===== config.mk =====
export PLATFORM = sky130hd
export DESIGN_NAME = carry_chain_seq_adder
export DESIGN_NICKNAME = d
export VERILOG_FILES = /design/src/rtl/carry_chain_seq_adder.sv
export SDC_FILE = /design/constraint.sdc
export NUM_CORES = 1
export LEC_CHECK = 0
export CAP_MARGIN = 20
export CORE_UTILIZATION = 50
export DETAILED_ROUTE_END_ITERATION = 10
export GPL_ROUTABILITY_DRIVEN = 0
export PLACE_DENSITY = 0.8
export SYNTH_ARGS = -nofsm -noshare
export SYNTH_HDL_FRONTEND = slang
export SYNTH_SLANG_ARGS = --single-unit

===== constraint.sdc =====
create_clock -name clk -period 8.8 [get_ports clk]
set_clock_uncertainty 0.1 [all_clocks]
set_input_delay 0.88 -clock clk [delete_from_list [all_inputs] [get_ports clk]]
set_output_delay 0.88 -clock clk [all_outputs]
set_load 0.005 [all_outputs]

===== src/rtl/carry_chain_seq_adder.sv =====
// Multi-cycle wide adder: one SLICE-bit ripple slice per clock, LSB slice first,
// with the inter-slice carry held in a register. Operands and result use valid/ready.
module carry_chain_seq_adder #(
  parameter int unsigned WIDTH = 16,
  parameter int unsigned SLICE = 4
) (
  input  logic             clk,
  input  logic             rst_n,
  input  logic             in_valid,
  output logic             in_ready,
  input  logic [WIDTH-1:0] a,
  input  logic [WIDTH-1:0] b,
  input  logic             cin,
  output logic             out_valid,
  input  logic             out_ready,
  output logic [WIDTH-1:0] sum,
  output logic             cout,
  output logic             busy
);

  localparam int unsigned NSLICE = WIDTH / SLICE;
  localparam int unsigned IDXW   = (NSLICE > 1) ? $clog2(NSLICE) : 1;
  localparam logic [IDXW-1:0] LastIdx = IDXW'(NSLICE - 1);

  if ((WIDTH % SLICE) != 0 || WIDTH < SLICE) begin : g_bad_params
    $error("carry_chain_seq_adder: WIDTH must be a nonzero multiple of SLICE");
  end

  typedef enum logic [1:0] {StIdle, StRun, StDone} state_e;

  state_e           state_q, state_d;
  logic [WIDTH-1:0] a_q, a_d, b_q, b_d, sum_q, sum_d;
  logic             carry_q, carry_d, cout_q, cout_d;
  logic [IDXW-1:0]  idx_q, idx_d;

  logic [SLICE-1:0] slice_a, slice_b, slice_sum;
  logic [SLICE:0]   chain;

  assign slice_a = a_q[idx_q*SLICE +: SLICE];
  assign slice_b = b_q[idx_q*SLICE +: SLICE];

  // Explicit per-bit ripple chain for the active slice.
  always_comb begin
    chain     = '0;
    slice_sum = '0;
    chain[0]  = carry_q;
    for (int i = 0; i < SLICE; i++) begin
      slice_sum[i] = slice_a[i] ^ slice_b[i] ^ chain[i];
      chain[i+1]   = (slice_a[i] & slice_b[i]) | (chain[i] & (slice_a[i] ^ slice_b[i]));
    end
  end

  always_comb begin
    state_d = state_q;
    a_d     = a_q;
    b_d     = b_q;
    carry_d = carry_q;
    idx_d   = idx_q;
    sum_d   = sum_q;
    cout_d  = cout_q;
    unique case (state_q)
      StIdle: begin
        if (in_valid) begin
          a_d     = a;
          b_d     = b;
          carry_d = cin;
          idx_d   = '0;
          state_d = StRun;
        end
      end
      StRun: begin
        sum_d[idx_q*SLICE +: SLICE] = slice_sum;
        carry_d = chain[SLICE];
        idx_d   = idx_q + 1'b1;
        if (idx_q == LastIdx) begin
          cout_d  = chain[SLICE];
          idx_d   = '0;
          state_d = StDone;
        end
      end
      StDone: begin
        if (out_ready) state_d = StIdle;
      end
      default: state_d = StIdle;
    endcase
  end

  always_ff @(posedge clk) begin
    if (!rst_n) begin
      state_q <= StIdle;
      a_q     <= '0;
      b_q     <= '0;
      carry_q <= 1'b0;
      idx_q   <= '0;
      sum_q   <= '0;
      cout_q  <= 1'b0;
    end else begin
      state_q <= state_d;
      a_q     <= a_d;
      b_q     <= b_d;
      carry_q <= carry_d;
      idx_q   <= idx_d;
      sum_q   <= sum_d;
      cout_q  <= cout_d;
    end
  end

  assign in_ready  = (state_q == StIdle);
  assign out_valid = (state_q == StDone);
  assign busy      = (state_q != StIdle);
  assign sum       = sum_q;
  assign cout      = cout_q;

endmodule


==> PnR_summary.wiki, run 1 <==
{| class="wikitable"
! Metric !! Value
|-
| Detailed Route Iter0 Violations || 85
|-
| Number of core rows || 24
|-
| Number of global-route vias before repair || 1,948
|-
| Core Footprint || 4500 sq um
|-
| CTS Root Cell || sky130_fd_sc_hd__clkbuf_8
|-
| Pin slew with the least headroom to its limit || 0.767 ns
|-
| Die outline height || 71.5 um
|-
| Number of search-and-repair iterations in the first detailed-routing pass || 4
|-
| Highest fanout seen on the critical path || 17
|-
| Fraction of layout instances using a drive strength above 1 || 0.0648
|-
| Worst Reg-to-Reg Cells || 9
|-
| Net switching fraction of the power || 0.256
|-
| Cell area after technology mapping || 2410 sq um
|-
| Number of sinks on the clock net || 54
|-
| Port Buffers || 56
|-
| Setup crit start kind || flop
|-
| Wire length of the first global-routing pass || 8830 um
|-
| Antenna Diode Count || 0
|-
| Power per standard cell area || 156 nW/um^2
|-
| Setup slack on the worst flop-to-flop path || 5.52 ns
|-
| Effective utilization at floorplan || 0.536
|-
| Slowest stage cell, crit path || sky130_fd_sc_hd__dfxtp_1
|-
| Hold path cells || 2
|-
| Cell types occupying the most area after synthesis || sky130_fd_sc_hd__dfxtp_1 45%, sky130_fd_sc_hd__nand2_1 12%, sky130_fd_sc_hd__a21oi_1 8.7%, sky130_fd_sc_hd__mux4_2 7.5%, sky130_fd_sc_hd__fa_1 3.3%
|-
| Cells along the critical path || mux4_2, inv_1, fa_1, fa_1, inv_1, fa_1, fa_1, nand4_1, a21oi_1
|-
| XOR/XNOR Fraction of Synth Area || 0
|-
| Cell family with the largest share of critical-path delay || adder cells
|-
| Proportion of synthesized area in mux cells || 0.0746
|-
| Count of cells resized by post-cts repair || 0
|-
| Crit-path max cell delay || 0.83 ns
|-
| Final critical-path share of the clock period || 0.373
|-
| Cell taking the most area after synthesis || sky130_fd_sc_hd__dfxtp_1
|-
| Critical path arrival || 3.42 ns
|-
| Post-synth cell types || 33
|-
| Source of the worst hold timing path || a_q[2]
|-
| Most common cell in the netlist || sky130_fd_sc_hd__nand2_1
|-
| Static leakage power || 1.13 nW
|-
| Critical register-to-register path endpoint || sum[11]
|-
| Deepest clock path buffer count || 2
|-
| Startpoint of the lowest-slack register-to-register path || idx_q[0]
|-
| Class of the most critical hold timing path || reg -> reg
|-
| Post-route DRC || 0
|-
| Number of antenna-violating nets in the routed design || 0
|-
| Max-capacitance violation count || 0
|-
| Total buffers and inverters traversed by the critical path || 2
|-
| Predominant post-synthesis flop cell || sky130_fd_sc_hd__dfxtp_1
|-
| Largest net degree at the start of global routing || 33
|-
| Post-Synthesis Cells || 275
|-
| Share of the yosys chip area belonging to registers || 0.448
|-
| Multi-input gate area in the final layout || 1210 sq um
|-
| Number of storage elements in the synthesis netlist || 54
|-
| Number of antenna violations at the first check in global routing || 0
|-
| Die Span X || 71.5 um
|-
| Clock share of power || 0.294
|-
| Portion of synthesized cell area occupied by the leading cell type || 0.448
|-
| H-tree levels || 2
|-
| Post-CTS Setup Repair Bufs || 0
|-
| FF+latch area || 1080 sq um
|-
| Die footprint || 5110 sq um
|-
| Synth Area in Compound Gates || 0.137
|-
| Clk_lat worst skew || 0.31 ns
|-
| Vias || 2,043
|-
| Setup Viol. Count Final || 0
|-
| Cell Int Power || 0.358 mW
|-
| Area fraction in and, or, nand and nor cells after synthesis || 0.225
|-
| Synthesized net count || 322
|-
| Synth warnings || 0
|-
| Most numerous cell on the critical path || sky130_fd_sc_hd__fa_1
|-
| Unrepaired setup endpoints after global routing || no
|-
| Synth async-reset ratio || 0
|-
| EDFF count, synth || 0
|-
| Share of power burned in registers || 0.552
|-
| Syn_area_per_cell || 8.78 sq um
|-
| Post-Route Setup TNS || 0 ns
|-
| End point of the worst hold path || a_q[2]
|-
| Kind of end point of the critical path || flop
|-
| Clk slew on worst S/H paths || 0.10 ns
|-
| DR vias/cell || 5.43
|-
| Highest attainable clock frequency || 305 MHz
|-
| CTS hold repair buffers || 0
|-
| Top-level port count || 57
|-
| Share of total power in combinational logic || 0.154
|-
| Type of the worst setup path || reg -> reg
|-
| Run status || finished clean
|-
| VDD IR max || 95.7 uV
|-
| DR WL/cell || 13.6 um
|-
| Combinational family with the most area after synthesis || simple AND/OR/NAND/NOR gates
|-
| HPWL reported at the end of detailed placement || 3710 um
|-
| Post-synth top cells || 79 x sky130_fd_sc_hd__nand2_1, 54 x sky130_fd_sc_hd__dfxtp_1, 42 x sky130_fd_sc_hd__a21oi_1, 13 x sky130_fd_sc_hd__inv_1, 9 x sky130_fd_sc_hd__buf_2
|-
| Required time at the endpoint of the critical path || 8.95 ns
|-
| Switching Power || 0.123 mW
|-
| Congestion Overflow GR || 0
|-
| Hold Slack || 0.358 ns
|-
| Final critical path time including I/O delays and setup || 3.28 ns
|-
| Synthesis-to-finish area growth || 27.4%
|-
| Global router's overall resource usage || 0.220
|-
| Hold Vio Cnt, Final || 0
|-
| Number of filler cells placed in the layout || 390
|-
| TritonCTS Buffers || 5
|-
| Number of max-slew violations in the final report || 0
|-
| Net count of the finished layout || 370
|-
| Relative slew margins || 0.488
|-
| TritonCTS clock tree || yes
|-
| DRT Wirelength || 5100 um
|-
| Synth Area in Adders || 0.0642
|}
==> placed cells by master (no fill, tap or decap), drive strengths merged, types with 2 or more instances in the layout <==
cell type,netlist,layout
inv,13,13
nor2,6,6
nand4,3,3
fa,4,4
or3b,2,2
mux4,8,8
ha,6,6
nand2,79,79
or3,4,4
nand3b,5,5
a21oi,42,42
a32oi,2,2
and3,2,2
nand2b,4,4
clkbuf,8,7
a32o,3,3
nor2b,4,4
buf,9,2
clkdlybuf4s50,0,56
nor3b,2,2
dfxtp,54,54
o22ai,3,3
o32ai,2,2
==> metal layers <==
| layer | part of all wire | GRT usage | routed length (um) | vias to the layer above |
|---|---|---|---|---|
| met5 | 0 | 0 | 0 | - |
| met4 | 0.016 | 0.0719 | 82 | 0 |
| met3 | 0.039 | 0.0408 | 197 | 9 |
| met2 | 0.51 | 0.366 | 2580 | 50 |
| met1 | 0.44 | 0.292 | 2240 | 952 |
| li1 | - | - | - | 1032 |
==> power by group through the flow <==
stage / Sequential, mW / Clock, mW / Combinational, mW
global route: 0.267 / 0.153 / 0.0833
floorplan: 0.266 / 0 / 0.0475
global placement: 0.270 / 0 / 0.0732
finish: 0.265 / 0.141 / 0.0742
CTS: 0.265 / 0.142 / 0.0749
detailed placement: 0.271 / 0 / 0.0745
==> registers in the layout, indices dropped and copies added (netlist names) <==
signal	cells
carry_q	1
state_q	2
sum	16
idx_q	2
cout	1
b_q	16
a_q	16
==> layout make-up <==
type	count	area share
clock buffers	7	0.0281
clock inverters	1	0.00163
inverters	13	0.0159
multi-input cells	191	0.395
flip-flops and latches	54	0.351
well taps	52	0.0211
repair buffers	58	0.187
==> worst min-delay path, delay by kind of cell (launching register included) <==
family	cells	cell delay [ns]
compound gates	1	0.05
simple gates	1	0.05
flops	1	0.32
==> kinds of logic after synthesis <==
group,count (synthesis)
buffers and inverters,30
AOI/OAI and AO/OA,57
adders and majority gates,10
and+or+nand+nor,116
DFF,54
muxes,8
==> per-stage QoR <==
step | utilization | setup slack [ns] | power [mW] | std cells | cell area [sq um]
after global routing | 0.683 | 5.35 | 0.504 | 376 | 3080
after floorplan | - | 5.85 | 0.313 | 275 | 2410
after CTS | 0.683 | 5.51 | 0.482 | 376 | 3080
final | 0.683 | 5.52 | 0.481 | 376 | 3080
after detailed placement | 0.663 | 5.56 | 0.345 | 368 | 2990
after global placement | 0.663 | 5.61 | 0.343 | 368 | 2990
==> worst max path at each step <==
| stage | slack (ns) | startpoint | cells after the start | endpoint |
|---|---|---|---|---|
| 3_3_place_gp | 5.61 | idx_q[0] | 9 | sum[7] |
| 3_5_place_dp | 5.56 | idx_q[0] | 9 | sum[7] |
| 6_report | 5.52 | idx_q[0] | 9 | sum[11] |
| 2_1_floorplan | 5.85 | idx_q[0] | 10 | sum[7] |
| 4_1_cts | 5.51 | idx_q[0] | 9 | sum[11] |
| 5_1_grt | 5.35 | idx_q[0] | 9 | sum[7] |
No activity file was read; power rests on OpenSTA's default activity.
==> inputs of run 2 (changes only) <==
Settings changed: CORE_UTILIZATION 50 to 49, PLACE_DENSITY 0.8 to 0.79.
Clock period 8.8 ns to 3.1 ns, I/O delays scaled along.
==> run 2 against run 1 <==
- via count grew 0.93%
- flip-flop and latch count is the same
- first-iteration DRC count grew 99%
- highest routed layer unchanged
- largest power group unchanged
- combinational power grew to 3.0 times the previous value
- worst setup slack lost 5.3 ns
==> PnR_summary.wiki, run 2 (synthesis gave the netlist of run 1 again) <==
{| class="wikitable"
! Metric !! Value
|-
| Core Footprint || 4720 sq um (was 4500 sq um)
|-
| Clk_lat worst skew || 0.31 ns (about the same)
|-
| Setup Viol. Count Final || 0 (unchanged)
|-
| Most frequent standard cell in the layout excluding fill and tap cells || sky130_fd_sc_hd__nand2_1 (unchanged)
|-
| Post-CTS Setup Repair Bufs || 0 (unchanged)
|-
| Share of power burned in registers || 0.519 (was 0.552)
|-
| Number of core rows || 25 (was 24)
|-
| Hold path cells || 2 (unchanged)
|-
| Commonest cells after routing, fill and taps aside || 79 x sky130_fd_sc_hd__nand2_1, 56 x sky130_fd_sc_hd__clkdlybuf4s50_1, 54 x sky130_fd_sc_hd__dfxtp_1 (unchanged)
|-
| Synthesis-to-finish area growth || 30.6% (was 27.4%)
|-
| DR WL/cell || 12.6 um (was 13.6 um)
|-
| Clock share of power || 0.327 (was 0.294)
|-
| Die Span X || 72.2 um (was 71.5 um)
|-
| Net switching fraction of the power || 0.250 (was 0.256)
|-
| Hold Vio Cnt, Final || 0 (unchanged)
|-
| HPWL reported at the end of detailed placement || 3710 um (about the same)
|-
| Static leakage power || 1.16 nW (was 1.13 nW)
|-
| Class of the most critical hold timing path || reg -> reg (unchanged)
|-
| Post-route DRC || 0 (unchanged)
|-
| Unrepaired setup endpoints after global routing || no (unchanged)
|-
| Number of search-and-repair iterations in the first detailed-routing pass || 4 (unchanged)
|-
| Top-level port count || 57 (unchanged)
|-
| Number of sinks on the clock net || 54 (unchanged)
|-
| Die outline height || 72.2 um (was 71.5 um)
|-
| Worst Reg-to-Reg Cells || 9 (unchanged)
|-
| Cells along the critical path || mux4_2, inv_1, fa_1, fa_1, inv_1, fa_1, fa_1, a32oi_1, nor2_1 (was mux4_2, inv_1, fa_1, fa_1, inv_1, fa_1, fa_1, nand4_1, a21oi_1)
|-
| Type of the worst setup path || reg -> reg (unchanged)
|-
| Cell family with the largest share of critical-path delay || adder cells (unchanged)
|-
| Port Buffers || 56 (unchanged)
|-
| Deepest clock path buffer count || 2 (unchanged)
|-
| Global router's overall resource usage || 0.213 (was 0.220)
|-
| Share of total power in combinational logic || 0.154 (about the same)
|-
| TritonCTS clock tree || yes (unchanged)
|-
| Net count of the finished layout || 375 (was 370)
|-
| Congestion Overflow GR || 0 (unchanged)
|-
| Area after detailed placement || 3040 sq um (was 2990 sq um)
|-
| Run status || finished clean (unchanged)
|-
| Crit-path max cell delay || 0.54 ns (was 0.83 ns)
|-
| Effective utilization at floorplan || 0.511 (was 0.536)
|-
| DRT Wirelength || 5010 um (was 5100 um)
|-
| Wire length of the first global-routing pass || 8720 um (was 8830 um)
|-
| Switching Power || 0.360 mW (was 0.123 mW)
|-
| Number of global-route vias before repair || 1,936 (was 1,948)
|-
| Summed area of non-filler cells in the final layout || 3150 sq um (was 3080 sq um)
|-
| Final Core Density || 0.668 (was 0.683)
|-
| Die footprint || 5210 sq um (was 5110 sq um)
|-
| Kind of end point of the critical path || flop (unchanged)
|-
| Max-capacitance violation count || 0 (unchanged)
|-
| Detailed Route Iter0 Violations || 169 (was 85)
|-
| VDD IR max || 281 uV (was 95.7 uV)
|-
| Post-Route Setup TNS || 0 ns (unchanged)
|-
| Highest attainable clock frequency || 347 MHz (was 305 MHz)
|-
| Final critical-path share of the clock period || 0.930 (was 0.373)
|-
| Fraction of layout instances using a drive strength above 1 || 0.0821 (was 0.0648)
|-
| Setup crit start kind || flop (unchanged)
|-
| Vias || 2,062 (was 2,043)
|-
| Final critical path time including I/O delays and setup || 2.88 ns (was 3.28 ns)
|-
| Count of cells resized by post-cts repair || 0 (unchanged)
|-
| TritonCTS Buffers || 5 (unchanged)
|-
| Clk slew on worst S/H paths || 0.10 ns (about the same)
|-
| Critical path arrival || 2.96 ns (was 3.42 ns)
|-
| Cell Int Power || 1.08 mW (was 0.358 mW)
|-
| Largest net degree at the start of global routing || 33 (unchanged)
|-
| Power per standard cell area || 457 nW/um^2 (was 156 nW/um^2)
|-
| Number of antenna-violating nets in the routed design || 0 (unchanged)
|-
| DR vias/cell || 5.21 (was 5.43)
|-
| Most numerous cell on the critical path || sky130_fd_sc_hd__fa_1 (unchanged)
|-
| Antenna Diode Count || 0 (unchanged)
|-
| Number of antenna violations at the first check in global routing || 0 (unchanged)
|-
| Number of max-slew violations in the final report || 0 (unchanged)
|-
| Slowest stage cell, crit path || sky130_fd_sc_hd__mux4_2 (was sky130_fd_sc_hd__dfxtp_1)
|-
| Required time at the endpoint of the critical path || 3.18 ns (was 8.95 ns)
|-
| Highest fanout seen on the critical path || 4 (was 17)
|-
| CTS hold repair buffers || 0 (unchanged)
|-
| Total buffers and inverters traversed by the critical path || 2 (unchanged)
|-
| H-tree levels || 2 (unchanged)
|-
| Number of cells on the critical path || 9 (unchanged)
|-
| Pin slew with the least headroom to its limit || 0.613 ns (was 0.767 ns)
|-
| CTS Root Cell || sky130_fd_sc_hd__clkbuf_8 (unchanged)
|-
| Relative slew margins || 0.591 (was 0.488)
|-
| Number of filler cells placed in the layout || 412 (was 390)
|}
run 2: cell count changes in the layout (fill, tap and decap cells not counted), sizes merged:
cell    before  now
buf          2    7
inv         13   14
clkbuf       7    5
bufinv       0    1
run 2: worst paths after layout:
kind	start	end	slack, ns
hold / removal	sum[8]	sum[8]	0.35
hold reg to reg	sum[8]	sum[8]	0.35
setup reg to reg	idx_q[0]	sum[7]	0.22
setup / recovery	idx_q[0]	sum[7]	0.22
run 2: power groups by stage:
| stage | clock, mW | combinational, mW | sequential [mW] |
|---|---|---|---|
| detailed placement | 0 | 0.220 | 0.764 |
| floorplan | 0 | 0.135 | 0.755 |
| CTS | 0.480 | 0.222 | 0.748 |
| finish | 0.471 | 0.221 | 0.748 |
| global route | 0.507 | 0.247 | 0.753 |
| global placement | 0 | 0.217 | 0.763 |
run 2: metal layers:
metal	global-route usage	vias up	wire length, um
li1	-	1043	-
met1	0.279	960	2330
met2	0.356	49	2410
met3	0.0472	10	185
met4	0.0588	0	78
met5	0	-	0
run 2: layout make-up:
class,instances,area (sq um),area share
well taps,67,83.8,0.0266
repair buffers,63,613,0.194
inverters,13,48.8,0.0155
multi-input cells,191,1210,0.385
clock buffers,5,68.8,0.0218
flip-flops and latches,54,1080,0.343
clock inverters,3,43.8,0.0139
run 2: stage by stage:
stage | instances | setup WS [ns] | hold slack (ns) | power, mW
global route | 396 | 0.0563 | 0.374 | 1.51
global placement | 388 | 0.363 | 0.341 | 0.981
finish | 396 | 0.217 | 0.354 | 1.44
CTS | 396 | 0.215 | 0.357 | 1.45
floorplan | 275 | 0.154 | 0.333 | 0.889
detailed placement | 388 | 0.284 | 0.343 | 0.984
run 2: worst reg2reg max path: cells and delay by family (launching register included):
kind / cells / cell delay, ns
adder cells (fa/ha/maj): 4 / 1.25
buffers and inverters: 2 / 0.13
AND/OR/NAND/NOR: 1 / 0.06
flip-flops: 1 / 0.45
multiplexers: 1 / 0.54
AO/OA/AOI/OAI: 1 / 0.22
==> inputs of run 3 (changes only) <==
Settings changed: CORE_UTILIZATION 49 to 45, PLACE_DENSITY 0.79 to 0.73.
==> run 3 against run 2 <==
- clock-buffer cell count is the same
- design area is essentially flat
- die area up 8.6%
- global-route usage about the same
- register-to-register slack better by 0.05 ns
- first-iteration DRC count fell by 5.3%
- combinational power hardly changed
- total power rose by 0.63%
- sequential share of layout area barely moved
==> PnR_summary.wiki, run 3 (synthesis gave the netlist of run 1 again) <==
{| class="wikitable"
! Metric !! Value
|-
| Congestion Overflow GR || 0 (unchanged)
|-
| Post-CTS Setup Repair Bufs || 0 (unchanged)
|-
| Number of global-route vias before repair || 1,995 (was 1,936)
|-
| Power per standard cell area || 460 nW/um^2 (was 457 nW/um^2)
|-
| Largest net degree at the start of global routing || 33 (unchanged)
|-
| Most frequent standard cell in the layout excluding fill and tap cells || sky130_fd_sc_hd__nand2_1 (unchanged)
|-
| Wire length of the first global-routing pass || 8960 um (was 8720 um)
|-
| Required time at the endpoint of the critical path || 3.21 ns (was 3.18 ns)
|-
| Number of core rows || 26 (was 25)
|-
| Highest attainable clock frequency || 354 MHz (was 347 MHz)
|-
| Critical register-to-register path endpoint || sum[7] (unchanged)
|-
| Critical path startpoint || idx_q[1] (was idx_q[0])
|-
| Multi-input gate area in the final layout || 1210 sq um (unchanged)
|-
| Die Span X || 75.3 um (was 72.2 um)
|-
| Unrepaired setup endpoints after global routing || no (unchanged)
|-
| CTS hold repair buffers || 0 (unchanged)
|-
| DR WL/cell || 13.3 um (was 12.6 um)
|-
| Highest fanout seen on the critical path || 9 (was 4)
|-
| Setup slack on the worst flop-to-flop path || 0.27 ns (was 0.22 ns)
|-
| TritonCTS clock tree || yes (unchanged)
|-
| Number of max-slew violations in the final report || 0 (unchanged)
|-
| Commonest cells after routing, fill and taps aside || 79 x sky130_fd_sc_hd__nand2_1, 56 x sky130_fd_sc_hd__clkdlybuf4s50_1, 54 x sky130_fd_sc_hd__dfxtp_1 (unchanged)
|-
| Top-level port count || 57 (unchanged)
|-
| Clk_lat worst skew || 0.31 ns (about the same)
|-
| CTS Root Cell || sky130_fd_sc_hd__clkbuf_8 (unchanged)
|-
| Detailed Route Iter0 Violations || 160 (was 169)
|-
| Pin slew with the least headroom to its limit || 0.638 ns (was 0.613 ns)
|-
| Number of antenna violations at the first check in global routing || 0 (unchanged)
|-
| Critical path endpoint || sum[7] (unchanged)
|-
| TritonCTS Buffers || 5 (unchanged)
|-
| Deepest clock path buffer count || 2 (unchanged)
|-
| Hold Slack || 0.356 ns (was 0.354 ns)
|-
| Vias || 2,048 (was 2,062)
|-
| Class of the most critical hold timing path || reg -> reg (unchanged)
|-
| Synthesis-to-finish area growth || 30.5% (was 30.6%)
|-
| Die footprint || 5660 sq um (was 5210 sq um)
|-
| Kind of end point of the critical path || flop (unchanged)
|-
| Setup crit start kind || flop (unchanged)
|-
| Core Footprint || 5140 sq um (was 4720 sq um)
|-
| Hold Vio Cnt, Final || 0 (unchanged)
|-
| Net count of the finished layout || 374 (was 375)
|-
| Static leakage power || 1.15 nW (was 1.16 nW)
|-
| Run status || finished clean (unchanged)
|-
| Source of the worst hold timing path || a_q[6] (was sum[8])
|-
| Number of filler cells placed in the layout || 497 (was 412)
|-
| FF+latch area || 1080 sq um (unchanged)
|-
| Number of search-and-repair iterations in the first detailed-routing pass || 4 (unchanged)
|-
| Final critical-path share of the clock period || 0.912 (was 0.930)
|-
| Number of antenna-violating nets in the routed design || 0 (unchanged)
|-
| VDD IR max || 296 uV (was 281 uV)
|-
| DRT Wirelength || 5310 um (was 5010 um)
|-
| Critical path arrival || 2.94 ns (was 2.96 ns)
|-
| Worst Reg-to-Reg Cells || 9 (unchanged)
|-
| Final Core Density || 0.613 (was 0.668)
|-
| Die outline height || 75.3 um (was 72.2 um)
|-
| Final critical path time including I/O delays and setup || 2.83 ns (was 2.88 ns)
|-
| Number of sinks on the clock net || 54 (unchanged)
|-
| Post-Route Setup TNS || 0 ns (unchanged)
|-
| Count of cells resized by post-cts repair || 0 (unchanged)
|-
| Clk slew on worst S/H paths || 0.09 ns (was 0.10 ns)
|-
| Global router's overall resource usage || 0.213 (about the same)
|-
| Antenna Diode Count || 0 (unchanged)
|-
| Fraction of layout instances using a drive strength above 1 || 0.0793 (was 0.0821)
|-
| Port Buffers || 56 (unchanged)
|-
| Post-route DRC || 0 (unchanged)
|-
| H-tree levels || 2 (unchanged)
|-
| HPWL reported at the end of detailed placement || 3930 um (was 3710 um)
|-
| DR vias/cell || 5.15 (was 5.21)
|-
| Setup Viol. Count Final || 0 (unchanged)
|-
| Relative slew margins || 0.574 (was 0.591)
|-
| Startpoint of the lowest-slack register-to-register path || idx_q[1] (was idx_q[0])
|-
| Effective utilization at floorplan || 0.470 (was 0.511)
|-
| Type of the worst setup path || reg -> reg (unchanged)
|-
| Max-capacitance violation count || 0 (unchanged)
|}
run 3: where the power goes:
part / switching [mW] / internal (mW) / total [mW]
clock: 0.237 / 0.240 / 0.478
sequential: 0.0239 / 0.725 / 0.749
combinational: 0.110 / 0.114 / 0.224
total: 0.371 / 1.08 / 1.45
run 3: how the worst min path moves through the flow:
stage                    to  slack (ns)  cells after the start
finish               a_q[6]        0.36                      2
global route         a_q[6]        0.38                      2
CTS                  a_q[6]        0.36                      2
detailed placement   a_q[6]        0.35                      2
global placement    sum[10]        0.34                      2
floorplan            a_q[5]        0.33                      2
run 3: layout make-up:
class	count	share of cell area
repair buffers	62	0.192
inverters	13	0.0155
clock buffers	5	0.0218
well taps	70	0.0278
multi-input cells	191	0.385
flip-flops and latches	54	0.343
clock inverters	3	0.0143
run 3: critical path, stage by stage, from the launching register on:
cell and delay, ns:
sky130_fd_sc_hd__dfxtp_1 0.56, sky130_fd_sc_hd__mux4_2 0.26, sky130_fd_sc_hd__inv_1 0.05, sky130_fd_sc_hd__fa_1 0.41, sky130_fd_sc_hd__fa_1 0.37, sky130_fd_sc_hd__inv_1 0.07, sky130_fd_sc_hd__fa_1 0.17, sky130_fd_sc_hd__fa_1 0.48
sky130_fd_sc_hd__a32oi_1 0.20, sky130_fd_sc_hd__nor2_1 0.05
run 3: metal layers:
| metal | share of wire | global-route usage | vias up |
|---|---|---|---|
| met4 | 0.022 | 0.0967 | 0 |
| met2 | 0.47 | 0.365 | 48 |
| met5 | 0 | 0 | - |
| met1 | 0.47 | 0.263 | 950 |
| met3 | 0.032 | 0.0361 | 11 |
| li1 | - | - | 1039 |
run 3: metrics by stage:
| step | setup slack, ns | power (mW) | cell area [sq um] | std cells |
|---|---|---|---|---|
| global route | 0.109 | 1.51 | 3150 | 398 |
| global placement | 0.315 | 0.983 | 3040 | 390 |
| CTS | 0.261 | 1.45 | 3150 | 398 |
| finish | 0.271 | 1.45 | 3150 | 398 |
| detailed placement | 0.283 | 0.988 | 3040 | 390 |
| floorplan | 0.154 | 0.889 | 2410 | 275 |
